$ cat config.mk
export PLATFORM = sky130hd
export DESIGN_NAME = online_otf_converter_r4
export DESIGN_NICKNAME = d
export VERILOG_FILES = /design/src/rtl/online_otf_converter_r4.sv
export SDC_FILE = /design/constraint.sdc
export NUM_CORES = 1
export LEC_CHECK = 0
export CAP_MARGIN = 40
export CORE_UTILIZATION = 60
export CTS_CLUSTER_DIAMETER = 120
export CTS_CLUSTER_SIZE = 16
export DETAILED_ROUTE_END_ITERATION = 10
export GPL_TIMING_DRIVEN = 0
export HOLD_SLACK_MARGIN = 0.15
export PLACE_DENSITY = 0.86
export SETUP_SLACK_MARGIN = 0.1
export SLEW_MARGIN = 15
export SYNTH_ARGS = -nofsm -noshare
export SYNTH_HDL_FRONTEND = slang
export SYNTH_SLANG_ARGS = --single-unit
$ cat constraint.sdc
create_clock -name clk -period 5.47 [get_ports clk]
set_input_delay 1.094 -clock clk [delete_from_list [all_inputs] [get_ports clk]]
set_output_delay 1.094 -clock clk [all_outputs]
set_load 0.01 [all_outputs]
$ cat src/rtl/online_otf_converter_r4.sv
// Online-to-parallel converter for radix-4 signed-digit streams.
// Incoming digits arrive MSD first. The first DELTA beats are dropped
// to cover the adder's online delay. The following N digits are folded
// into a two's-complement integer using on-the-fly conversion. Two
// registers are kept: Q holds the prefix value and QM holds Q-1. Each
// step then picks one of them, shifts it left by 2 and appends a 2-bit
// digit, so no carry chain is needed.
module online_otf_converter_r4 #(
    parameter int N     = 8,
    parameter int DELTA = 2
) (
    input  logic         clk,
    input  logic         reset,
    input  logic         start,
    input  logic         zi_valid,
    input  logic [2:0]   zi,
    output logic         zi_ready,
    output logic [2*N:0] result,
    output logic         result_valid,
    input  logic         result_ack,
    output logic         err,
    output logic         busy
);

    localparam int W  = 2 * N + 1;
    localparam int CW = $clog2(N + 1);
    localparam int SW = (DELTA > 0) ? $clog2(DELTA + 1) : 1;

    typedef enum logic [1:0] {S_IDLE, S_SKIP, S_CONV, S_DONE} state_t;

    // With no online delay the skip phase is bypassed entirely
    localparam state_t ENTRY = (DELTA > 0) ? S_SKIP : S_CONV;

    state_t        r_state;
    logic [W-1:0]  r_q;
    logic [W-1:0]  r_qm;
    logic [CW-1:0] r_cnt;
    logic [SW-1:0] r_skip;
    logic          r_err;
    logic [W-1:0]  r_result;
    logic          r_rv;
    logic          r_ready;
    logic          r_busy;

    logic          w_beat;
    logic          w_illegal;
    logic [2:0]    w_z;
    logic          w_pos;
    logic [1:0]    w_qd;
    logic [1:0]    w_qmd;
    logic [W-1:0]  w_q_next;
    logic [W-1:0]  w_qm_next;

    assign w_beat    = zi_valid & r_ready;
    assign w_illegal = (zi == 3'b100);
    // The illegal code 100 is folded to digit zero
    assign w_z       = w_illegal ? 3'b000 : zi;
    assign w_pos     = ~w_z[2] & (w_z != 3'b000);

    // The low bits of 4+z equal z[1:0] for z<0, so Q always appends z[1:0].
    // For QM, both z-1 (z>0) and 3+z (z<=0) reduce to z[1:0]-1 mod 4.
    assign w_qd      = w_z[1:0];
    assign w_qmd     = w_z[1:0] - 2'd1;
    assign w_q_next  = w_z[2] ? {r_qm[W-3:0], w_qd}  : {r_q[W-3:0], w_qd};
    assign w_qm_next = w_pos  ? {r_q[W-3:0],  w_qmd} : {r_qm[W-3:0], w_qmd};

    // Control FSM plus datapath registers, with outputs registered alongside state
    always_ff @(posedge clk or posedge reset) begin
        if (reset) begin
            r_state  <= S_IDLE;
            r_q      <= '0;
            r_qm     <= '1;
            r_cnt    <= '0;
            r_skip   <= '0;
            r_err    <= 1'b0;
            r_result <= '0;
            r_rv     <= 1'b0;
            r_ready  <= 1'b0;
            r_busy   <= 1'b0;
        end else if (start && r_state != S_DONE) begin
            // A new start, or an abort from SKIP/CONV; a same-cycle digit is dropped
            r_state  <= ENTRY;
            r_q      <= '0;
            r_qm     <= '1;
            r_cnt    <= '0;
            r_skip   <= '0;
            r_err    <= 1'b0;
            r_rv     <= 1'b0;
            r_ready  <= 1'b1;
            r_busy   <= 1'b1;
        end else begin
            case (r_state)
                S_SKIP: begin
                    if (w_beat) begin
                        r_skip <= r_skip + SW'(1);
                        if (int'(r_skip) == DELTA - 1)
                            r_state <= S_CONV;
                    end
                end
                S_CONV: begin
                    if (w_beat) begin
                        r_q   <= w_q_next;
                        r_qm  <= w_qm_next;
                        r_cnt <= r_cnt + CW'(1);
                        if (w_illegal)
                            r_err <= 1'b1;
                        if (int'(r_cnt) == N - 1) begin
                            r_state  <= S_DONE;
                            r_result <= w_q_next;
                            r_rv     <= 1'b1;
                            r_ready  <= 1'b0;
                        end
                    end
                end
                S_DONE: begin
                    if (result_ack) begin
                        r_state <= S_IDLE;
                        r_rv    <= 1'b0;
                        r_busy  <= 1'b0;
                    end
                end
                default: ;
            endcase
        end
    end

    assign zi_ready     = r_ready;
    assign result       = r_result;
    assign result_valid = r_rv;
    assign err          = r_err;
    assign busy         = r_busy;

endmodule

==> results.sh <==
export IMPL_power_density_nw_per_um2=567
export IMPL_yosysWarnings=0
export IMPL_fillers=289
export IMPL_synth_top_cell_area_share=0.392
export IMPL_async_flop_share=1.00
export IMPL_fin_nets=341
export IMPL_first_pass_iters=5
export IMPL_timing_fmax_ghz=0.339
export IMPL_reg2reg_slack_ps=3250
export IMPL_drv_slew=0
export IMPL_start_util=0.636
export IMPL_peakVddDrop_mv=0.395
export IMPL_syn_inst=288
export IMPL_grt_usage=0.280
export IMPL_design_area_um2=3350
export IMPL_r2r_start="r_state[0]"
export IMPL_hold_viol=0
export IMPL_cp_arrival_ps=3220
export IMPL_grt_pass1_wl_um=10400
export IMPL_post_dp_cell_area_um2=3150
export IMPL_max_cap_violations=0
export IMPL_crit_type="input port to flip-flop"
export IMPL_relSlewSlack=0.535
export IMPL_portBuffers=27
export IMPL_critPathCapture="r_qm[4]"
export IMPL_hold_path_depth=2
export IMPL_clockBufferDepth=2
export IMPL_holdWs_ps=492
export IMPL_wl_um=6100
export IMPL_syn_nets=303
export IMPL_crit_fanout=10
export IMPL_synth_area_leaders="dfrtp_1 (39%), dfstp_2 (14%), nand2_1 (6.3%)"
export IMPL_ant_nets=0
export IMPL_drcViolationCount=0
export IMPL_multi_input_area_um2=1170
export IMPL_die_h_um=70.4
export IMPL_wire_per_inst_um=15.9
export IMPL_h_tree_depth=3
export IMPL_root_buffer="clkbuf_8"
export IMPL_setup_viol=0
export IMPL_synth_seq_cells=59
export IMPL_cts_buffers=9
export IMPL_min_period_ps=2950
export IMPL_outcome="finished clean"
export IMPL_tns_ps=0
export IMPL_cp_required_ps=5740
export IMPL_seq_area_frac_synth=0.533
export IMPL_yosysUniqueCellTypes=38
export IMPL_overflow=0
export IMPL_drt_iter0_drc=239
export IMPL_post_dp_hpwl_um=4140
export IMPL_worst_slew_pin_transition_ps=697
export IMPL_synth_area_per_cell_um2=9.75
export IMPL_synth_top_cell_by_area="dfrtp_1"
export IMPL_holdCritPathClass="flip-flop to flip-flop"
export IMPL_pin_count=29
export IMPL_skew_ps=6.55
export IMPL_area_delta_synth_final_pct=19.5
export IMPL_power_leakage_nw=1.51
export IMPL_grt_max_degree=60
export IMPL_reg2reg_to="result[4]"
export IMPL_synth_edf_count=0
export IMPL_dr_total_vias=2225
export IMPL_seq_area_um2=1500
export IMPL_fin_crit_sh=0.540
export IMPL_rsz0062_at_grt="no"
export IMPL_drt_vias_per_instance=5.81
export IMPL_cts_setup_buffers=0
export IMPL_cts_hold_buf=0
export IMPL_grt_pass1_vias=2189
export IMPL_dieArea_um2=4960
export IMPL_cts_tree="done"
export IMPL_routabilityCongestion=0.898
export IMPL_cts_resized=0
export IMPL_cp_end_kind="flip-flop"
export IMPL_die_w_um=70.4
export IMPL_critPathLaunch="zi[0]"
export IMPL_p_total_mw=1.90
export IMPL_crit_path_start_kind="input port"
export IMPL_rows=24
export IMPL_final_layout_size_suffix_gt1_frac=0.154
export IMPL_diodes=0
export IMPL_cts_sinks=59
export IMPL_reg2reg_depth=7
export IMPL_clk_pin_slew_worst_paths_ps=70
export IMPL_synth_area_um2=2810
export IMPL_antenna_found_initial=0
export IMPL_ys_flop_type="dfrtp_1"
export IMPL_core_area_um2=4410
export IMPL_clkLatencyLatePin_ps=350
-- logic make-up after synthesis --
family	Yosys count	synth area share
AOI/OAI and AO/OA	71	0.153
muxes	18	0.0646
buffers and inverters	28	0.0490
adders and majority gates	7	0.0312
DFF	59	0.533
and+or+nand+nor	105	0.169
-- worst min-delay path by stage --
stage	from	end	slack, ps
finish	r_qm[5]	r_qm[7]	490
CTS	r_qm[5]	r_qm[7]	490
detailed placement	r_qm[5]	r_qm[7]	490
floorplan	r_q[13]	r_q[13]	450
global route	r_qm[2]	r_qm[2]	520
global placement	r_q[14]	r_q[14]	460
-- layout make-up --
class	instances	area share
Buffer	17	0.0287
Timing Repair Buffer	27	0.0806
Multi-Input combinational cell	201	0.350
Clock buffer	11	0.0392
Inverter	11	0.0131
Sequential cell	59	0.446
Clock inverter	5	0.0231
Tap cell	52	0.0194
-- worst max-delay path, cell delays in order --
cell and delay (ps):
clkdlybuf4s50_1 560, inv_1 100, ha_1 240, nor2b_1 110, buf_2 230, or2_2 190
clkbuf_1 380, nand2_1 120, a31oi_1 200
-- power by group --
| group | total (mW) | internal [mW] | switching, mW |
|---|---|---|---|
| Sequential | 0.781 | 0.653 | 0.128 |
| Clock | 0.428 | 0.255 | 0.173 |
| Combinational | 0.692 | 0.307 | 0.385 |
| Total | 1.90 | 1.22 | 0.687 |
-- cell usage after synthesis, types with 2 or more instances --
master     n
o21ai_0   20
nand3b_1   2
buf_6      2
nor2b_1    3
buf_2     11
a31oi_1   17
ha_1       7
nand3_1    8
dfrtp_1   44
clkbuf_1   3
nand2b_1   2
dfstp_2   15
a21oi_1   22
mux2i_1   17
nand2_1   47
o22ai_1    2
inv_1     11
nor2_1    35
-- registers in the layout, summed over array words and instances (netlist names), 2 cells and up --
register  count
r_q          15
r_qm         15
r_state       2
r_skip        2
result       17
r_cnt         4
-- stage by stage --
stage | utilization | instances | setup slack, ps
2_1_floorplan | - | 288 | 2940
3_3_place_gp | 0.712 | 367 | 1920
3_5_place_dp | 0.713 | 367 | 2220
4_1_cts | 0.760 | 383 | 2560
5_1_grt | 0.760 | 383 | 2370
6_report | 0.760 | 383 | 2520
-- per-layer routing --
metal / routed length (µm) / global-route usage
met5: 0 / 0
met4: 169 / 0.131
met3: 344 / 0.0765
met2: 2870 / 0.416
met1: 2720 / 0.382
-- cell usage in the layout (no fill, tap or decap), types with 2 or more instances in the layout --
master and n:
clkbuf_8 9, dfrtp_1 44, clkbuf_1 5, nand3_1 8
nor2b_1 3, o22ai_1 2, nand2b_1 2, ha_1 7
clkinv_2 2, dfstp_2 15, inv_1 10, clkdlybuf4s50_1 27
buf_2 11, a31oi_1 17, nor2_1 35, a21oi_1 22
o21ai_0 20, mux2i_1 17, buf_6 2, nand3b_1 2
nand2_1 47, bufinv_16 2
(Power assumes the default switching activity.)
